<file path="config.mk">
export PLATFORM = sky130hd
export DESIGN_NAME = load_unit
export DESIGN_NICKNAME = d
export VERILOG_FILES = /design/src/rtl/load_unit_pkg.sv /design/src/rtl/load_unit_extract.sv /design/src/rtl/load_unit.sv
export SDC_FILE = /design/constraint.sdc
export NUM_CORES = 1
export LEC_CHECK = 0
export CAP_MARGIN = 40
export CELL_PAD_IN_SITES_DETAIL_PLACEMENT = 0
export CELL_PAD_IN_SITES_GLOBAL_PLACEMENT = 1
export CORE_UTILIZATION = 29
export DETAILED_ROUTE_END_ITERATION = 10
export PLACE_DENSITY = 0.84
export SYNTH_ARGS = -nofsm -noshare
export SYNTH_HDL_FRONTEND = slang
export SYNTH_SLANG_ARGS = --single-unit
</file>
<file path="constraint.sdc">
create_clock -name clk -period 2.8 [get_ports clk]
set_input_delay 0.56 -clock clk [delete_from_list [all_inputs] [get_ports clk]]
set_output_delay 0.56 -clock clk [all_outputs]
set_load 0.01 [all_outputs]
</file>
<file path="src/rtl/load_unit_pkg.sv">
`default_nettype none
// ============================================================================
//  Module  : load_unit_pkg
//  Brief   : Load func3 encodings, FSM state codes and decode helpers.
//  Rev     : 1.0  initial release
// ============================================================================
package load_unit_pkg;

    localparam logic [2:0] c_F3_LB  = 3'b000;
    localparam logic [2:0] c_F3_LH  = 3'b001;
    localparam logic [2:0] c_F3_LW  = 3'b010;
    localparam logic [2:0] c_F3_LBU = 3'b100;
    localparam logic [2:0] c_F3_LHU = 3'b101;

    localparam logic [1:0] c_ST_IDLE = 2'd0;
    localparam logic [1:0] c_ST_WAIT = 2'd1;
    localparam logic [1:0] c_ST_DONE = 2'd2;

    function automatic logic f3_is_load(input logic [2:0] f3);
        case (f3)
            c_F3_LB, c_F3_LH, c_F3_LW, c_F3_LBU, c_F3_LHU: f3_is_load = 1'b1;
            default:                                      f3_is_load = 1'b0;
        endcase
    endfunction

    // Byte loads can never be misaligned; non-load codes are not flagged here.
    function automatic logic f3_misaligned(input logic [2:0] f3, input logic [1:0] off);
        case (f3)
            c_F3_LW:           f3_misaligned = (off != 2'b00);
            c_F3_LH, c_F3_LHU: f3_misaligned = off[0];
            default:           f3_misaligned = 1'b0;
        endcase
    endfunction

endpackage
`default_nettype wire

</file>
<file path="src/rtl/load_unit_extract.sv">
`default_nettype none
// ============================================================================
//  Module  : load_extract
//  Brief   : Selects the addressed byte/half/word lane and sign/zero extends.
//  Rev     : 1.0  initial release
// ============================================================================
module load_extract
    import load_unit_pkg::*;
#(
    parameter int DATA_WIDTH = 32
) (
    input  logic [2:0]            i_func3,
    input  logic [1:0]            i_byte_off,
    input  logic [DATA_WIDTH-1:0] i_word,
    output logic [DATA_WIDTH-1:0] o_result
);

    logic [7:0]  w_byte;
    logic [15:0] w_half;

    always_comb begin
        w_byte   = i_word[{i_byte_off, 3'b000} +: 8];
        w_half   = i_byte_off[1] ? i_word[31:16] : i_word[15:0];
        o_result = '0;
        case (i_func3)
            c_F3_LB:  o_result = {{(DATA_WIDTH-8){w_byte[7]}}, w_byte};
            c_F3_LH:  o_result = {{(DATA_WIDTH-16){w_half[15]}}, w_half};
            c_F3_LW:  o_result = i_word;
            c_F3_LBU: o_result = {{(DATA_WIDTH-8){1'b0}}, w_byte};
            c_F3_LHU: o_result = {{(DATA_WIDTH-16){1'b0}}, w_half};
            default:  o_result = '0;
        endcase
    end

endmodule
`default_nettype wire

</file>
<file path="src/rtl/load_unit.sv">
`default_nettype none
// ============================================================================
//  Module  : load_unit
//  Brief   : RV32I memory-stage load controller: issues bram read, stalls PC,
//            extends the result and pulses load_valid for write-back.
//  Rev     : 1.0  initial release
// ============================================================================
module load_unit
    import load_unit_pkg::*;
#(
    parameter int DATA_WIDTH   = 32,
    parameter int ADDR_WIDTH   = 10,
    parameter int READ_LATENCY = 1
) (
    input  logic                  clk,
    input  logic                  rst,
    input  logic                  load_req,
    input  logic [2:0]            func3,
    input  logic [DATA_WIDTH-1:0] addr,
    output logic [ADDR_WIDTH-1:0] mem_r_addr,
    output logic                  mem_r_enb,
    input  logic [DATA_WIDTH-1:0] mem_r_dat,
    output logic [DATA_WIDTH-1:0] load_data,
    output logic                  load_valid,
    output logic                  stall,
    output logic                  misaligned,
    output logic                  illegal
);

    localparam int CNT_W = (READ_LATENCY > 1) ? $clog2(READ_LATENCY) : 1;

    logic [1:0]            r_state;
    logic [CNT_W-1:0]      r_cnt;
    logic [2:0]            r_func3;
    logic [1:0]            r_off;
    logic [DATA_WIDTH-1:0] r_load_data;

    logic                  w_req_ok;
    logic                  w_mis;
    logic                  w_legal;
    logic                  w_accept;
    logic [DATA_WIDTH-1:0] w_ext;
    logic                  w_unused_addr;

    // rst gates the request so stall/enable fall the instant reset asserts.
    assign w_req_ok = load_req & (r_state == c_ST_IDLE) & ~rst;
    assign w_mis    = f3_misaligned(func3, addr[1:0]);
    assign w_legal  = f3_is_load(func3);
    assign w_accept = w_req_ok & w_legal & ~w_mis;

    assign mem_r_enb  = w_accept;
    assign mem_r_addr = w_accept ? {addr[ADDR_WIDTH-1:2], 2'b00} : '0;
    assign stall      = w_accept | (r_state == c_ST_WAIT);
    assign load_valid = (r_state == c_ST_DONE);
    assign misaligned = w_req_ok & w_mis;
    assign illegal    = w_req_ok & ~w_legal & ~w_mis;
    assign load_data  = r_load_data;

    assign w_unused_addr = ^addr[DATA_WIDTH-1:ADDR_WIDTH];

    load_extract #(
        .DATA_WIDTH (DATA_WIDTH)
    ) u_extract (
        .i_func3    (r_func3),
        .i_byte_off (r_off),
        .i_word     (mem_r_dat),
        .o_result   (w_ext)
    );

    always_ff @(posedge clk or posedge rst) begin
        if (rst) begin
            r_state     <= c_ST_IDLE;
            r_cnt       <= '0;
            r_func3     <= '0;
            r_off       <= '0;
            r_load_data <= '0;
        end else begin
            case (r_state)
                c_ST_IDLE: begin
                    if (w_accept) begin
                        r_func3 <= func3;
                        r_off   <= addr[1:0];
                        r_cnt   <= CNT_W'(READ_LATENCY - 1);
                        r_state <= c_ST_WAIT;
                    end
                end
                c_ST_WAIT: begin
                    if (r_cnt == '0) begin
                        r_load_data <= w_ext;
                        r_state     <= c_ST_DONE;
                    end else begin
                        r_cnt <= r_cnt - CNT_W'(1);
                    end
                end
                c_ST_DONE: r_state <= c_ST_IDLE;
                default:   r_state <= c_ST_IDLE;
            endcase
        end
    end

endmodule
`default_nettype wire

</file>
== Word-level counts from Yosys, hierarchy flattened ==
Index checks and enable logic that the tools add are counted.

* Flip-flop bits (word level): 40
* Input port bits: 70

* Shift-type cells: 1
* Mux-type cells: 11
* Equal/unequal tests: 12
* Add/subtract/negate cells: 1
* Reduce and logical (&&, ||, !) cells: 11
* Bitwise operators: 12

{| class="wikitable"
|+ Operators by type and width
! kind !! number
|-
| 32-bit case mux with 5 select lines || 1
|-
| 32-bit by 6-bit indexed part select with 8-bit output || 1
|-
| 16-bit two-way mux || 1
|-
| 3-bit == test, second input constant || 4
|-
| 10-bit two-way mux || 1
|-
| 2-bit AND reduction || 4
|-
| 1-bit AND || 7
|-
| 3-bit by 1-bit == test with 1-bit output, second input constant || 2
|-
| 3-bit by 2-bit == test with 1-bit output, second input constant || 2
|-
| 3-bit logical NOT || 2
|-
| 5-bit OR reduction || 1
|-
| 2-bit two-way mux || 2
|-
| 2-bit inequality test, second input constant || 2
|-
| 1-bit NOT || 4
|-
| 1-bit case mux with 2 select lines || 2
|-
| 2-bit case mux with 2 select lines || 1
|-
| 2-bit nonzero test || 2
|-
| 1-bit two-way mux || 3
|-
| 2-bit by 1-bit == test with 1-bit output, second input constant || 1
|-
| 2-bit == test, second input constant || 1
|-
| 2-bit logical NOT || 1
|-
| 2-bit OR reduction || 1
|-
| 1-bit bitwise OR || 1
|-
| 1-bit subtractor, second input constant || 1
|}

== Depth between registers and ports, before layout ==
Gate-level depths: netlist of the first run.

* Depth in word-level cells: 7
* Gate-level depth with buffers: 6
* Mapped depth without buffers: 4

== Hierarchy ==
From an unflattened synthesis of the first run, not the netlist that was laid out.

* Cell total of the unflattened synthesis: 228
* Area, all modules: 2456.1 um^2

{| class="wikitable"
|+ Modules (own cells, without submodules)
! module !! instances !! cells each !! seq. area each (um^2) !! area an instance (um^2)
|-
| load_unit || 1 || 120 || 975.9 || 1694.1
|-
| load_extract || 1 || 108 || 0.0 || 762.0
|}

== Least setup slack after synthesis of the first run ==
Ideal clock, no wire load.

* Kind: input to output
* Start: input rst
* End: output mem_r_addr[3]
* Data required time: 2.240 ns
* Stages on the path: 4
* Arrival: 1.533 ns
* Setup slack: 0.707 ns
* Path buffers: 1
* Cell sequence: nor4b_2 > o21a_1 > buf_2 > and2_1

* Cells in the longest elaborated chain, start to end: 5

{| class="wikitable"
|+ RTL lines
! item !! RTL line !! RTL
|-
| start: declaration || load_unit.sv:16 || <nowiki>input logic rst,</nowiki>
|-
| 1-bit NOT || load_unit.sv:46 || <nowiki>assign w_req_ok = load_req & (r_state == c_ST_IDLE) & ~rst;</nowiki>
|-
| 1-bit AND || load_unit.sv:46 ||
|-
| 1-bit AND (2 in series) || load_unit.sv:49 || <nowiki>assign w_accept = w_req_ok & w_legal & ~w_mis;</nowiki>
|-
| net mem_r_enb || load_unit.sv:21 || <nowiki>output logic mem_r_enb,</nowiki>
|-
| 10-bit two-way mux || load_unit.sv:52 || <nowiki>assign mem_r_addr = w_accept ? {addr[ADDR_WIDTH-1:2], 2'b00} : '0;</nowiki>
|-
| end: declaration || load_unit.sv:20 || <nowiki>output logic [ADDR_WIDTH-1:0] mem_r_addr,</nowiki>
|}

The timed path passes the listed nets, and every way through them passes these cells.

== Final worst setup path of the first run ==
* Start: input func3[0]
* End: output stall

* Cells in the longest elaborated chain, start to end: 6
* Elaborated cells between the ends (all ways): 13
* Those cells by class: eq/ne: 4; mux: 2; bitwise: 4; reduce/logical: 3

{| class="wikitable"
|+ RTL lines
! item !! RTL line !! RTL
|-
| start: declaration || load_unit.sv:18 || <nowiki>input logic [2:0] func3,</nowiki>
|-
| 3-bit by 1-bit == test with 1-bit output (tied with other cells) || load_unit_pkg.sv:20, load_unit_pkg.sv:28 ||
|-
| 5-bit OR reduction / 2-bit OR reduction (equally long branches) || load_unit_pkg.sv:20, load_unit_pkg.sv:28 ||
|-
| 1-bit two-way mux / 1-bit case mux with 2 select lines (equally long branches) || load_unit_pkg.sv:20, load_unit_pkg.sv:28 ||
|-
| 1-bit AND / 1-bit NOT (equally long branches) || load_unit.sv:49 ||
|-
| 1-bit AND (*) || load_unit.sv:49 ||
|-
| 1-bit bitwise OR (*) || load_unit.sv:53 || <nowiki>assign stall = w_accept | (r_state == c_ST_WAIT);</nowiki>
|-
| end: declaration || load_unit.sv:25 || <nowiki>output logic stall,</nowiki>
|}

Every way passes the cells marked *; elsewhere a longest branch is shown, timed or not.

==> results of run 1 <==
==> metal layers <==
layer  GRT usage (%)  vias up
li1                -     1014
met1           23.60      997
met2           28.35       73
met3           4.857        9
met4           6.515        0
met5               0        -
==> flip-flops by register name (all words and copies together), names as in the netlist <==
signal     flops
load_data     32
r_func3        3
r_off          2
r_state        2
==> critical path, stage by stage <==
cell,delay [ps]
clkdlybuf4s50_1,520
buf_4,140
a21oi_2,60
o21a_2,240
or2_2,270
dlygate4sd2_1,280
==> metrics by stage <==
stage               cells  TNS [ps]  area [um^2]
floorplan             232         0         2091
global placement      416     -1828         3146
detailed placement    416     -2108         3146
CTS                   426         0         3259
global route          428         0         3279
finish                428         0         3279
==> what timing repair did <==
action / 4_1_cts / 5_1_grt
setup buffers: 1 / 2
endpoints found under the setup margin: 10 / 1
pin swaps: 2 / 1
endpoints found under the hold margin: 0 / 0
gates cloned: 1 / 0
hold buffers: 0 / 0
resized for setup: 16 / 2
==> power breakdown <==
group          leakage, nW  internal [mW]  switching [mW]  total (mW)
clock network       0.0422          0.175           0.192       0.367
logic                0.898          0.563           0.466        1.03
registers            0.502          0.744           0.133       0.877
==> final timing paths <==
kind | from | endpoint | slack, ps | cells past startpoint
max in group asynchronous | rst | load_data[30] | 1670 | 3
hold reg to reg | load_data[0] | load_data[0] | 490 | 2
setup reg to reg | r_func3[1] | load_data[28] | 890 | 4
min in group asynchronous | rst | load_data[31] | 780 | 3
hold / removal | load_data[0] | load_data[0] | 490 | 2
setup / recovery | func3[0] | stall | 180 | 6
==> cell type report <==
class | count | area share (%)
clock buffers | 7 | 2.327
flip-flops and latches | 39 | 29.76
well taps | 96 | 3.663
clock inverters | 1 | 0.1526
inverters | 3 | 0.3434
multi-input cells | 173 | 32.01
repair buffers | 109 | 31.74
==> kinds of logic after synthesis <==
kind of cell	count (synthesis)	synth area share, %
AO/OA/AOI/OAI	74	21.04
buffers and inverters	21	5.156
flip-flops	39	46.76
multiplexers	16	8.513
other	1	0.1797
AND/OR/NAND/NOR	80	18.34
==> layout by cell type (no fill, tap or decap), drive strengths merged <==
| cell | n |
|---|---|
| clkdlybuf4s50 | 80 |
| a22oi | 1 |
| nor2 | 16 |
| nand2 | 35 |
| nor2b | 4 |
| clkinv | 1 |
| inv | 3 |
| nor3b | 2 |
| a21oi | 25 |
| conb | 2 |
| o21ai | 27 |
| mux4 | 1 |
| nor3 | 5 |
| buf | 17 |
| o211ai | 9 |
| nand2b | 2 |
| and3b | 1 |
| or3b | 1 |
| nor4b | 1 |
| a32o | 1 |
| a221oi | 5 |
| dfrtp | 39 |
| o21bai | 1 |
| or2 | 2 |
| o21a | 3 |
| mux2i | 11 |
| nor4 | 1 |
| dlymetal6s2s | 2 |
| mux2 | 4 |
| clkbuf | 7 |
| a211oi | 3 |
| nand4 | 1 |
| dlygate4sd2 | 10 |
| and2 | 9 |
==> run metrics, run 1 <==
worst-case clock buffer depth=2; Setup Skew=5.312 ps; share of cells above drive strength 1=11.75%; Cell Rows=30; DR vias=2093; Reg area=975.9 um^2; Final GP Congestion=0.7942; vias per std cell=4.890; count leader, synth=dfrtp_1; WL met2=3008 um; largest net degree at the start of global routing=40; Ys Warns=0; fillcell total=666; H-tree depth=2; type of origin of the critical path=input pin; Setup WS post-layout=177.5 ps; met3 wire len=498 um; Pwr Total=2.274 mW; Pleak=1.442 nW; gr ovfl total=0; Final Hold Violating Endpoints=0; Clock Tree Root=clkbuf_8; worst min path class=reg2reg; Most used DFF post-synth=dfrtp_1; top cells by count, synth=dfrtp_1, nand2_1, a21oi_1; Syn Inst Count=231; met1 WL=2857 um; number of max-cap violations=0; Least-Margin Pin Slew=616.9 ps; WP data required=2240 ps; DRT Wirelength=6476 um; pwr dens=693.4 mW/mm^2; initial antenna violation count=0; worst-path maximum fanout=5; DRT Pass-1 Iters=5; Critical Path AT=2060 ps; Pins Over Slew Limit=0; clock latency at the later pin of the worst-skew pair=290 ps; kind of critical path=in2out; DP Wirelength=4778 um; Die Area=0.007539 mm^2; #FFs+latches synth=39; area of the multi-input gates=0.001050 mm^2; CP Capture Type=primary output; nets@finish=401; Final Cycle Share=93.66%; slew margin rel.=58.70%; clock slew at reported path FFs=70 ps; Peak supply drop=0.0002012 V; first-pass GRT wire length=10360 um; top post-synthesis cells by area=dfrtp_1, nand2_1, a21oi_1; dominant cell type by area after synthesis=dfrtp_1; Antenna Cells=0; Die X=86.83 um; setup violators final=0; RSZ-0062 raised after global routing=no; Post-synth EDFFs=0; shortest period the worst path allows=2623 ps; CTS Buf Count=5; DRC viols=0; DR WL/cell=15.13 um; final hold slack=486.5 ps; PortBufs=92; synth unique cells=34; end-of-flow core utilization=47.74%; post-route ant nets=0; Place WS=-230.5 ps; Mapped Area=0.002087 mm^2; max frequency=0.3813 GHz; top layer in use=met4; Initial DRC Count=89; Syn Area/Cell=9.035 um^2; vias in the first global route=2043; All-Layer GR Usage=17.97%; core footprint=0.006869 mm^2; clk sinks=39; register area share after synthesis=46.76%; status=completed; initial core utilization=30.38%; die height=86.83 um; async set-or-reset flop fraction in the synthesized netlist=100.0%; synthesis-to-finish area growth=57.13%; CTS tree=built; share of the synthesized area in the top cell type=46.76%; num ports=117
(Power assumes the default switching activity.)
==> run 2: changes to the inputs <==
--- a/config.mk
+++ b/config.mk
@@ -10,7 +10,8 @@
 export CELL_PAD_IN_SITES_GLOBAL_PLACEMENT = 1
 export CORE_UTILIZATION = 29
 export DETAILED_ROUTE_END_ITERATION = 10
-export PLACE_DENSITY = 0.84
+export GPL_TIMING_DRIVEN = 0
+export PLACE_DENSITY_LB_ADDON = 0.1
 export SYNTH_ARGS = -nofsm -noshare
 export SYNTH_HDL_FRONTEND = slang
 export SYNTH_SLANG_ARGS = --single-unit
==> constraint.sdc (replaced) <==
create_clock -name clk -period 2.8 [get_ports clk]
set_input_delay 0.42 -clock clk [delete_from_list [all_inputs] [get_ports clk]]
set_output_delay 0.42 -clock clk [all_outputs]
set_load 0.01 [all_outputs]
==> run 2 against run 1 <==
Net effect:
- register-to-register slack improved by 140 ps
- sequential share of layout area fell by 0.39 points
- flip-flop and latch count did not move
- combinational power rose by 4%
- wire length fell by 0.14%
- critical path type unchanged
==> run metrics, run 2 (same netlist as run 1, synthesis figures left out) <==
status=completed; Inst Count DP=421; Final TNS setup=0 ps; initial core utilization=30.38%; clock latency at the later pin of the worst-skew pair=290 ps; Setup Skew=7.357 ps; leading cell type in the layout, fill and taps excluded=clkdlybuf4s50_1; DRT Wirelength=6467 um; Setup WS post-layout=109.5 ps; pwr dens=725.3 mW/mm^2; Critical Path AT=2270 ps; Die Area=0.007539 mm^2; clk sinks=39; DP Wirelength=4994 um; post-route cell area=0.003323 mm^2; Final GP Congestion=0.7723; Antenna Cells=0; WP data required=2380 ps; commonest cells after routing, fill and taps aside=clkdlybuf4s50_1, dfrtp_1, nand2_1, a21oi_1, o21ai_0; Final Cycle Share=96.09%; number of max-cap violations=0; Place WS=-211.7 ps; Clock Tree Root=clkbuf_8; Initial DRC Count=99; share of cells above drive strength 1=10.71%; Cell Int Power=1.612 mW; Final Hold Violating Endpoints=0; type of origin of the critical path=input pin; Cell Rows=30; DRT Pass-1 Iters=4; PortBufs=92; post-route ant nets=0; Peak supply drop=0.0002683 V; synthesis-to-finish area growth=59.23%; All-Layer GR Usage=17.72%; Least-Margin Pin Slew=522.2 ps; power share of the clock group=20.4%; worst-path maximum fanout=10; initial antenna violation count=0; largest net degree at the start of global routing=21; Placed Area=0.003159 mm^2; Comb power frac=44.2%; worst r2r path cells=6; setup violators final=0; core footprint=0.006869 mm^2; DRC viols=0; nets@finish=405; die height=86.83 um; first-pass GRT wire length=10130 um; clock slew at reported path FFs=80 ps; CP Capture Type=primary output; worst min path class=in2async; Pins Over Slew Limit=0; vias per std cell=4.845; vias in the first global route=1997; CTS tree=built; H-tree depth=2; kind of critical path=in2out; slew margin rel.=65.11%; Pleak=1.405 nW; DR WL/cell=14.97 um; max frequency=0.3717 GHz; Seq pwr share=35.4%; cts hold-fix bufs=0; sw frac=33.13%; DR vias=2093; Post-Layout Cell Count=432; Die X=86.83 um; final hold slack=218.6 ps; Sw Pwr=798.5 uW; RSZ-0062 raised after global routing=no; num ports=117; worst-case clock buffer depth=2; max reg flops=32; gr ovfl total=0; shortest period the worst path allows=2690 ps; CTS Buf Count=5
==> run 2: final cells by class <==
cell class | instances | area, um^2
fill | 684 | 3546
multi-input combinational | 172 | 1023
sequential | 39 | 975.9
timing repair buffer | 96 | 975.9
tap | 96 | 120.1
buffer | 18 | 98.84
clock buffer | 6 | 82.58
clock inverter | 2 | 35.03
inverter | 3 | 11.26
==> run 2: routing by layer <==
| metal | routed length [um] | GRT usage (%) | vias up |
|---|---|---|---|
| met3 | 372 | 4.095 | 10 |
| met4 | 94 | 5.303 | 0 |
| met1 | 3068 | 25.00 | 988 |
| met5 | 0 | 0 | - |
| li1 | - | - | 1018 |
| met2 | 2931 | 26.91 | 77 |
==> run 2: critical path: stages <==
cell and delay (ps):
clkdlybuf4s50_1 470, nor4_2 340, o21a_2 190, clkbuf_4 170, and2_1 130, clkdlybuf4s50_1 530
==> run 2: final timing paths <==
check / startpoint / endpoint / slack [ps]
setup / recovery: addr[1] / mem_r_addr[3] / 110
hold / removal: rst / load_data[15] / 220
setup reg to reg: r_state[1] / load_data[12] / 1030
hold reg to reg: load_data[1] / load_data[1] / 490
max in group asynchronous: rst / load_data[22] / 2120
min in group clk: load_data[1] / load_data[1] / 490
==> run 2: per-stage QoR <==
stage	util, %	power [mW]
2_1_floorplan	-	1.380
3_3_place_gp	45.59	1.918
3_5_place_dp	45.99	1.931
4_1_cts	48.05	2.436
5_1_grt	48.38	2.574
6_report	48.38	2.410
==> run 2: what timing repair did <==
| item | CTS | global route |
|---|---|---|
| endpoints found under the setup margin | 7 | 6 |
| setup buffers | 1 | 2 |
| pin swaps | 0 | 1 |
| resized for setup | 3 | 3 |
==> run 2: power groups by stage <==
stage / logic [mW] / registers [mW] / clock network, mW
after global placement: 1.06 / 0.862 / 0
after global routing: 1.17 / 0.881 / 0.527
after floorplan: 0.451 / 0.929 / 0
after detailed placement: 1.07 / 0.865 / 0
after CTS: 1.07 / 0.855 / 0.507
final: 1.07 / 0.854 / 0.492
